**src/rtl/aes_batch_sequencer.sv**
```systemverilog
// Batch sequencer for AES side-channel capture: runs N encryptions under one key,
// with fixed or chained plaintext, an optional gap and one scope trigger per encryption.
module aes_batch_sequencer #(
    parameter int pPT_WIDTH  = 128,
    parameter int pKEY_WIDTH = 128,
    parameter int pCNT_WIDTH = 16,
    parameter int pDLY_WIDTH = 8,
    parameter int pTIMEOUT   = 1024
) (
    input  logic                  crypto_clk,
    input  logic                  reset_i,
    input  logic                  start_i,
    input  logic [pKEY_WIDTH-1:0] key_i,
    input  logic [pPT_WIDTH-1:0]  text_i,
    input  logic [pCNT_WIDTH-1:0] batch_cnt_i,
    input  logic [pDLY_WIDTH-1:0] gap_dly_i,
    input  logic                  chain_i,
    output logic                  core_load_o,
    output logic [pKEY_WIDTH-1:0] core_key_o,
    output logic [pPT_WIDTH-1:0]  core_text_o,
    input  logic                  core_busy_i,
    input  logic [pPT_WIDTH-1:0]  core_text_i,
    output logic [pPT_WIDTH-1:0]  cipher_o,
    output logic [pCNT_WIDTH-1:0] enc_count_o,
    output logic                  ready_o,
    output logic                  busy_o,
    output logic                  done_o,
    output logic                  error_o,
    output logic                  trigger_o
);

    localparam int TMO_W = $clog2(pTIMEOUT + 1);
    localparam logic [TMO_W-1:0] TMO_LAST = TMO_W'(pTIMEOUT - 1);

    typedef enum logic [2:0] {
        S_IDLE,
        S_LOAD,
        S_WAIT_BUSY,
        S_RUN,
        S_GAP,
        S_DONE
    } state_e;

    state_e                  state_q, state_d;
    logic [pKEY_WIDTH-1:0]   key_q, key_d;
    logic [pPT_WIDTH-1:0]    text_q, text_d;
    logic [pPT_WIDTH-1:0]    cipher_q, cipher_d;
    logic [pCNT_WIDTH-1:0]   enc_count_q, enc_count_d;
    logic [pCNT_WIDTH-1:0]   target_q, target_d;
    logic [pDLY_WIDTH-1:0]   gap_val_q, gap_val_d;
    logic [pDLY_WIDTH-1:0]   gap_cnt_q, gap_cnt_d;
    logic [TMO_W-1:0]        tmo_q, tmo_d;
    logic                    chain_q, chain_d;
    logic                    error_q, error_d;
    logic                    trigger_q, trigger_d;
    logic [pCNT_WIDTH-1:0]   cnt_inc;

    assign cnt_inc = enc_count_q + pCNT_WIDTH'(1);

    always_comb begin
        state_d     = state_q;
        key_d       = key_q;
        text_d      = text_q;
        cipher_d    = cipher_q;
        enc_count_d = enc_count_q;
        target_d    = target_q;
        gap_val_d   = gap_val_q;
        gap_cnt_d   = gap_cnt_q;
        tmo_d       = tmo_q;
        chain_d     = chain_q;
        error_d     = error_q;

        case (state_q)
            S_IDLE: begin
                if (start_i) begin
                    key_d       = key_i;
                    text_d      = text_i;
                    gap_val_d   = gap_dly_i;
                    chain_d     = chain_i;
                    target_d    = (batch_cnt_i == '0) ? pCNT_WIDTH'(1) : batch_cnt_i;
                    enc_count_d = '0;
                    error_d     = 1'b0;
                    state_d     = S_LOAD;
                end
            end
            S_LOAD: begin
                tmo_d   = '0;
                state_d = S_WAIT_BUSY;
            end
            S_WAIT_BUSY: begin
                tmo_d = tmo_q + TMO_W'(1);
                if (tmo_q == TMO_LAST) begin
                    error_d = 1'b1;
                    state_d = S_DONE;
                end else if (core_busy_i) begin
                    state_d = S_RUN;
                end
            end
            S_RUN: begin
                tmo_d = tmo_q + TMO_W'(1);
                // A completion on the final budget cycle still counts as a completion.
                if (!core_busy_i) begin
                    cipher_d    = core_text_i;
                    enc_count_d = cnt_inc;
                    if (chain_q) begin
                        text_d = core_text_i;
                    end
                    if (cnt_inc == target_q) begin
                        state_d = S_DONE;
                    end else if (gap_val_q == '0) begin
                        state_d = S_LOAD;
                    end else begin
                        gap_cnt_d = gap_val_q;
                        state_d   = S_GAP;
                    end
                end else if (tmo_q == TMO_LAST) begin
                    error_d = 1'b1;
                    state_d = S_DONE;
                end
            end
            S_GAP: begin
                gap_cnt_d = gap_cnt_q - pDLY_WIDTH'(1);
                if (gap_cnt_q <= pDLY_WIDTH'(1)) begin
                    state_d = S_LOAD;
                end
            end
            S_DONE: begin
                state_d = S_IDLE;
            end
            default: begin
                state_d = S_IDLE;
            end
        endcase

        // Registered from the next state so the pulse covers exactly WAIT_BUSY..RUN.
        trigger_d = (state_d == S_WAIT_BUSY) || (state_d == S_RUN);
    end

    always_ff @(posedge crypto_clk) begin
        if (reset_i) begin
            state_q     <= S_IDLE;
            key_q       <= '0;
            text_q      <= '0;
            cipher_q    <= '0;
            enc_count_q <= '0;
            target_q    <= '0;
            gap_val_q   <= '0;
            gap_cnt_q   <= '0;
            tmo_q       <= '0;
            chain_q     <= 1'b0;
            error_q     <= 1'b0;
            trigger_q   <= 1'b0;
        end else begin
            state_q     <= state_d;
            key_q       <= key_d;
            text_q      <= text_d;
            cipher_q    <= cipher_d;
            enc_count_q <= enc_count_d;
            target_q    <= target_d;
            gap_val_q   <= gap_val_d;
            gap_cnt_q   <= gap_cnt_d;
            tmo_q       <= tmo_d;
            chain_q     <= chain_d;
            error_q     <= error_d;
            trigger_q   <= trigger_d;
        end
    end

    assign core_load_o = (state_q == S_LOAD);
    assign core_key_o  = key_q;
    assign core_text_o = text_q;
    assign cipher_o    = cipher_q;
    assign enc_count_o = enc_count_q;
    assign ready_o     = (state_q == S_IDLE);
    assign busy_o      = (state_q != S_IDLE);
    assign done_o      = (state_q == S_DONE);
    assign error_o     = error_q;
    assign trigger_o   = trigger_q;

endmodule

```
**config.mk**
```make
export PLATFORM = sky130hd
export DESIGN_NAME = aes_batch_sequencer
export DESIGN_NICKNAME = d
export VERILOG_FILES = /design/src/rtl/aes_batch_sequencer.sv
export SDC_FILE = /design/constraint.sdc
export NUM_CORES = 1
export LEC_CHECK = 0
export ABC_AREA = 1
export BUFFER_PORTS_ARGS = -buffer_cell sky130_fd_sc_hd__clkbuf_2
export CAP_MARGIN = 10
export CORE_AREA = 2 2 318 320
export CTS_BUF_LIST = sky130_fd_sc_hd__clkbuf_8
export DETAILED_ROUTE_END_ITERATION = 10
export DIE_AREA = 0 0 320 322
export GPL_TIMING_DRIVEN = 0
export PLACE_DENSITY = 0.44
export SLEW_MARGIN = 20
export SYNTH_ARGS = -nofsm -noshare
export SYNTH_HDL_FRONTEND = slang
export SYNTH_SLANG_ARGS = --single-unit
```
**constraint.sdc**
```tcl
create_clock -name crypto_clk -period 5.37 [get_ports crypto_clk]
set_input_delay 1.074 -clock crypto_clk [delete_from_list [all_inputs] [get_ports crypto_clk]]
set_output_delay 1.074 -clock crypto_clk [all_outputs]
set_load 0.02 [all_outputs]
```
### Word-level counts from Yosys, hierarchy flattened

Cells that the tools add are included.

| cells by class | value |
|---|---|
| $add $sub $neg | 3 |
| magnitude comparators | 1 |
| equality and inequality tests | 15 |
| mux-type cells | 26 |
| bitwise gates (word level) | 1 |
| reductions and logical operators | 16 |

Operators with widths:

| operator | number |
|---|---|
| 2-to-1 mux 128 bit | 3 |
| one-hot mux 128 bit (2 select lines) | 1 |
| 2-to-1 mux 16 bit | 3 |
| one-hot mux 16 bit (2 select lines) | 1 |
| 2-to-1 mux 3 bit | 8 |
| 2-to-1 mux 8 bit | 3 |
| one-hot mux 11 bit (2 select lines) | 1 |
| adder 16 x 1 -> 16 bit, second input constant | 1 |
| equality test 16 bit | 1 |
| logical NOT 16 bit | 1 |
| one-hot mux 8 bit (2 select lines) | 1 |
| one-hot mux 3 bit (5 select lines) | 1 |
| equality test 3 x 2 -> 1 bit, second input constant | 4 |
| inequality test 2 bit, second input constant | 6 |
| adder 11 x 1 -> 11 bit, second input constant | 1 |
| equality test 11 x 10 -> 1 bit, second input constant | 1 |
| <= comparator 8 x 1 -> 1 bit, second input constant | 1 |
| logical NOT 8 bit | 1 |
| AND reduction 4 bit | 2 |
| subtractor 8 x 1 -> 8 bit, second input constant | 1 |
| equality test 3 bit, second input constant | 2 |
| AND reduction 3 bit | 2 |
| nonzero test 2 bit | 3 |
| nonzero test 3 bit | 2 |
| 8 further kinds | 11 |

| storage, ports and cells | value |
|---|---|
| register bits after elaboration | 449 |
| bits of input ports | 413 |
| output and inout bits | 406 |
| logic and storage cells | 74 |

### Logic depth before layout (Yosys ltp)

| depth | value |
|---|---|
| depth after elaboration | 7 |
| mapped depth | 17 |
| gate-level depth less buffers | 16 |

### Worst setup path after synthesis

OpenSTA, ideal clock, no wires.

| timing path | value |
|---|---|
| kind | input-to-reg |
| from | in start_i |
| to | reg key_q[82] (netlist: core_key_o[82]) |
| setup time | 0.116 ns |
| arrival time | 2.004 ns |
| data required time | 5.254 ns |
| setup slack | 3.250 ns |
| stages | 8 |
| cell sequence | inv_1 > nor2_1 > buf_2 > inv_2 > buf_2 > buf_1 > nor2_1 > nor2_1 |

| between the ends | value |
|---|---|
| longest elaborated chain between the ends | 1 |

RTL lines:

| element | RTL line | RTL |
|---|---|---|
| start, declared | 12 | `input logic start_i,` |
| AND reduction 2 bit (no source line) | n/a |  |
| end signal, assigned | 155 | `key_q <= key_d;` |
| end, declared | 45 | `logic [pKEY_WIDTH-1:0] key_q, key_d;` |

No other way between the ends.
A chain may end at the register's enable or synchronous reset.

### Worst setup path after layout

| timing path | value |
|---|---|
| from | reg state_q[1] |
| to | reg cipher_q[5] (netlist: cipher_o[5]) |

| between the ends | value |
|---|---|
| longest elaborated chain between the ends | 2 |

RTL lines:

| element | RTL line | RTL |
|---|---|---|
| start, declared | 44 | `state_e state_q, state_d;` |
| start signal, assigned | 154 | `state_q <= state_d;` |
| equality test 3 x 2 -> 1 bit | 73 | `case (state_q)` |
| AND reduction 2 bit (no source line) | n/a |  |
| end signal, assigned | 157 | `cipher_q <= cipher_d;` |
| end, declared | 47 | `logic [pPT_WIDTH-1:0] cipher_q, cipher_d;` |

No other way between the ends.

==> results.py <==
metrics = {
    "hold_path": {
        "min_path_type": "reg -> reg",
        "worstHoldStart": "cipher_o[115]",
    },
    "sta": {
        "max_slew_margin": 0.277,
        "fin_skew_ns": 0.0451,
        "tightest_slew_ns": 1.08,
        "finalSetupTns_ns": 0,
        "fmax_mhz": 318,
        "fin_ws_ns": 2.22,
        "period_minus_slack_ns": 3.15,
        "final_hold_viol_count": 0,
        "layout_worst_path_cycle_share": 0.586,
        "drv_slew": 0,
        "rsz0062_at_grt": "false",
        "setup_violations": 0,
    },
    "placed_design": {
        "pre_cts_ws_ns": 1.91,
        "dp_hpwl_mm": 76.4,
        "gp_congestion": 0.895,
        "port_buffers": 817,
        "dp_cells": 4484,
    },
    "clock_network": {
        "ctsLongestPathBuffers": 3,
        "cts_hold_buf": 0,
        "clock_sinks": 449,
        "htree_levels": 3,
        "clkLatencyLatePin_ns": 0.75,
        "cts_tree": "yes",
        "cts_resized": 0,
        "cts-root-buf": "clkbuf_8",
        "numCtsBuffers": 87,
        "post-cts-setup-buffers": 0,
        "clkTransAtPathRegs_ns": 0.07,
    },
    "synth": {
        "synth.area.top_cells": "dfxtp_1 51%, nand2_1 14%, o21ai_0 8.3%",
        "synth_common_cells": "647 x nand2_1, 449 x dfxtp_1, 333 x nor2_1, 290 x o21ai_0, 174 x a21oi_1",
        "synth_top_family_by_area": "simple AND/OR/NAND/NOR gates",
        "syn_nets": 2786,
        "synth_adder_area_share": 0.00286,
        "synth.most_common_cell": "nand2_1",
        "syn_area_per_cell_sq_um": 7.38,
        "ys_ff_latch": 449,
        "synth_top_cell_area_share": 0.514,
        "synthCells": 2369,
        "synth.yosys.warnings": 0,
        "synth_simple_gate_area_frac": 0.237,
        "ys_seq_area_frac": 0.514,
        "synthMuxAreaShare": 0,
        "synth-edff-count": 0,
        "ys.flop_type": "dfxtp_1",
        "synth_cell_types": 35,
        "syn_area_sq_mm": 0.0175,
        "synth_xor_area_frac": 0.00437,
        "async_flop_share": 0,
        "synth_compound_area_frac": 0.189,
        "yosys.area.top_type": "dfxtp_1",
    },
    "layout": {
        "area_growth_pct": 43.0,
        "layout-drive-gt1-share": 0.296,
        "stdcell_count": 4652,
        "fin_nets": 3692,
    },
    "grt": {
        "grt_max_degree": 15,
        "grt_util_all_layers": 0.180,
        "grt_pass1_vias": 19200,
        "antenna_found_initial": 21,
        "grt_pass1_wl_mm": 136,
        "grt_overflow": 0,
    },
    "drt": {
        "viasPerCell": 4.30,
        "drt_iter0_markers": 1311,
        "routedWlPerCell_um": 20.9,
        "ant_nets": 0,
        "vias": 20000,
        "drc": 0,
        "drt-pass1-iter-count": 5,
        "wl_mm": 97.1,
    },
    "worst_setup_path": {
        "crit_required_ns": 6.02,
        "crit_slowest_cell": "clkbuf_1",
        "crit_start": "state_q[1]",
        "path_cells": "inv_1, nor3_4, inv_2, nor2_1, buf_2, clkbuf_1, nand2_1, a21oi_1",
        "r2r-start": "state_q[1]",
        "cp.arrival_ns": 3.79,
        "crit_path_start_kind": "flop",
        "crit_path_end_kind": "flop",
        "worstSetupPathType": "reg -> reg",
        "path_buf_inv": 4,
        "crit_family": "buffers and inverters",
        "critPathMaxStageDelay_ns": 0.84,
        "cp_max_fo": 10,
    },
    "die": {
        "row_count": 116,
        "core-area_sq_mm": 0.0996,
        "start_util": 0.176,
        "die_area_sq_mm": 0.103,
        "pin_count": 819,
        "die_x_um": 320,
        "die_h_um": 322,
    },
    "job": {
        "maxCapViolations": 0,
    },
    "power": {
        "p_per_area_mw_per_mm2": 373,
        "power_uw": 9330,
        "ir_drop_v": 0.000180,
        "p_leak_uw": 0.0113,
    },
    "outcome": {
        "status": "finished, final reports clean",
    },
}
## layer usage
| layer | share of wire | vias to the layer above | GRT usage | routed length (um) |
|---|---|---|---|---|
| met2 | 0.46 | 727 | 0.286 | 44400 |
| met3 | 0.070 | 148 | 0.0491 | 6780 |
| li1 | - | 9689 | - | - |
| met5 | 0.00050 | - | 0 | 49 |
| met1 | 0.45 | 9414 | 0.234 | 43300 |
| met4 | 0.027 | 8 | 0.0595 | 2630 |
## cell families after synthesis
kind of cell / after synthesis
AND/OR/NAND/NOR: 1056
AO/OA/AOI/OAI: 616
flip-flops: 449
buffers and inverters: 237
XOR/XNOR: 7
adder cells (fa/ha/maj): 4
## cell usage in the layout (no fill, tap or decap), types with 3 or more instances in the layout
cell type / synthesis / routed
clkbuf_2: 0 / 822
nand2_1: 647 / 647
dfxtp_1: 449 / 449
nor2_1: 333 / 333
o21ai_0: 290 / 290
a21oi_1: 174 / 174
clkbuf_1: 141 / 136
a31oi_1: 130 / 130
clkbuf_8: 0 / 104
inv_1: 54 / 89
nand3_1: 37 / 37
buf_2: 29 / 29
a211oi_1: 13 / 13
diode_2: 0 / 11
nand4_1: 9 / 9
nand3b_1: 9 / 9
clkinv_2: 0 / 7
nor4_1: 6 / 6
nor3_1: 5 / 5
inv_2: 5 / 5
buf_1: 5 / 5
xor2_1: 4 / 4
ha_1: 4 / 4
clkinvlp_4: 0 / 4
o21ai_1: 3 / 3
nor2_2: 3 / 3
## report_power, final
group          switching, uW  total (uW)  internal, uW
logic                   1340        1910           561
clock network           1710        3580          1870
registers                186        3840          3650
total                   3240        9330          6090
## worst register-to-register path: stages (launching register included)
cell and delay, ns:
dfxtp_1 0.42, inv_1 0.10, nor3_4 0.34, inv_2 0.14, nor2_1 0.26, buf_2 0.45, clkbuf_1 0.85, nand2_1 0.30
a21oi_1 0.21
## path summary, 6_finish.rpt
path	slack, ns	end	cells after the start
min reg2reg	0.46	cipher_o[115]	2
min	0.46	cipher_o[115]	2
max	2.22	cipher_o[5]	8
max reg2reg	2.22	cipher_o[5]	8
## through the flow
stage | hold slack [ns] | utilization | area [sq um]
2_1_floorplan | 0.430 | - | 17500
3_3_place_gp | 0.449 | 0.233 | 23200
3_5_place_dp | 0.452 | 0.233 | 23200
4_1_cts | 0.436 | 0.251 | 25000
5_1_grt | 0.471 | 0.251 | 25000
6_report | 0.460 | 0.251 | 25000
## cell type report
cell class	count	area, sq um
inverter	61	229
antenna	11	27.5
fill	11400	74600
sequential	449	8990
multi-input combinational	1683	7560
clock buffer	104	1430
tap	1298	1620
clock inverter	53	338
buffer	176	711
timing repair buffer	817	4090
## sequential cells by signal, indices dropped and copies added (netlist names), 8 cells and up
name         count
core_text_o    128
target_q        16
core_key_o     128
gap_val_q        8
enc_count_o     16
cipher_o       128
tmo_q           11
gap_cnt_q        8
No activity file was read; power rests on OpenSTA's default activity.
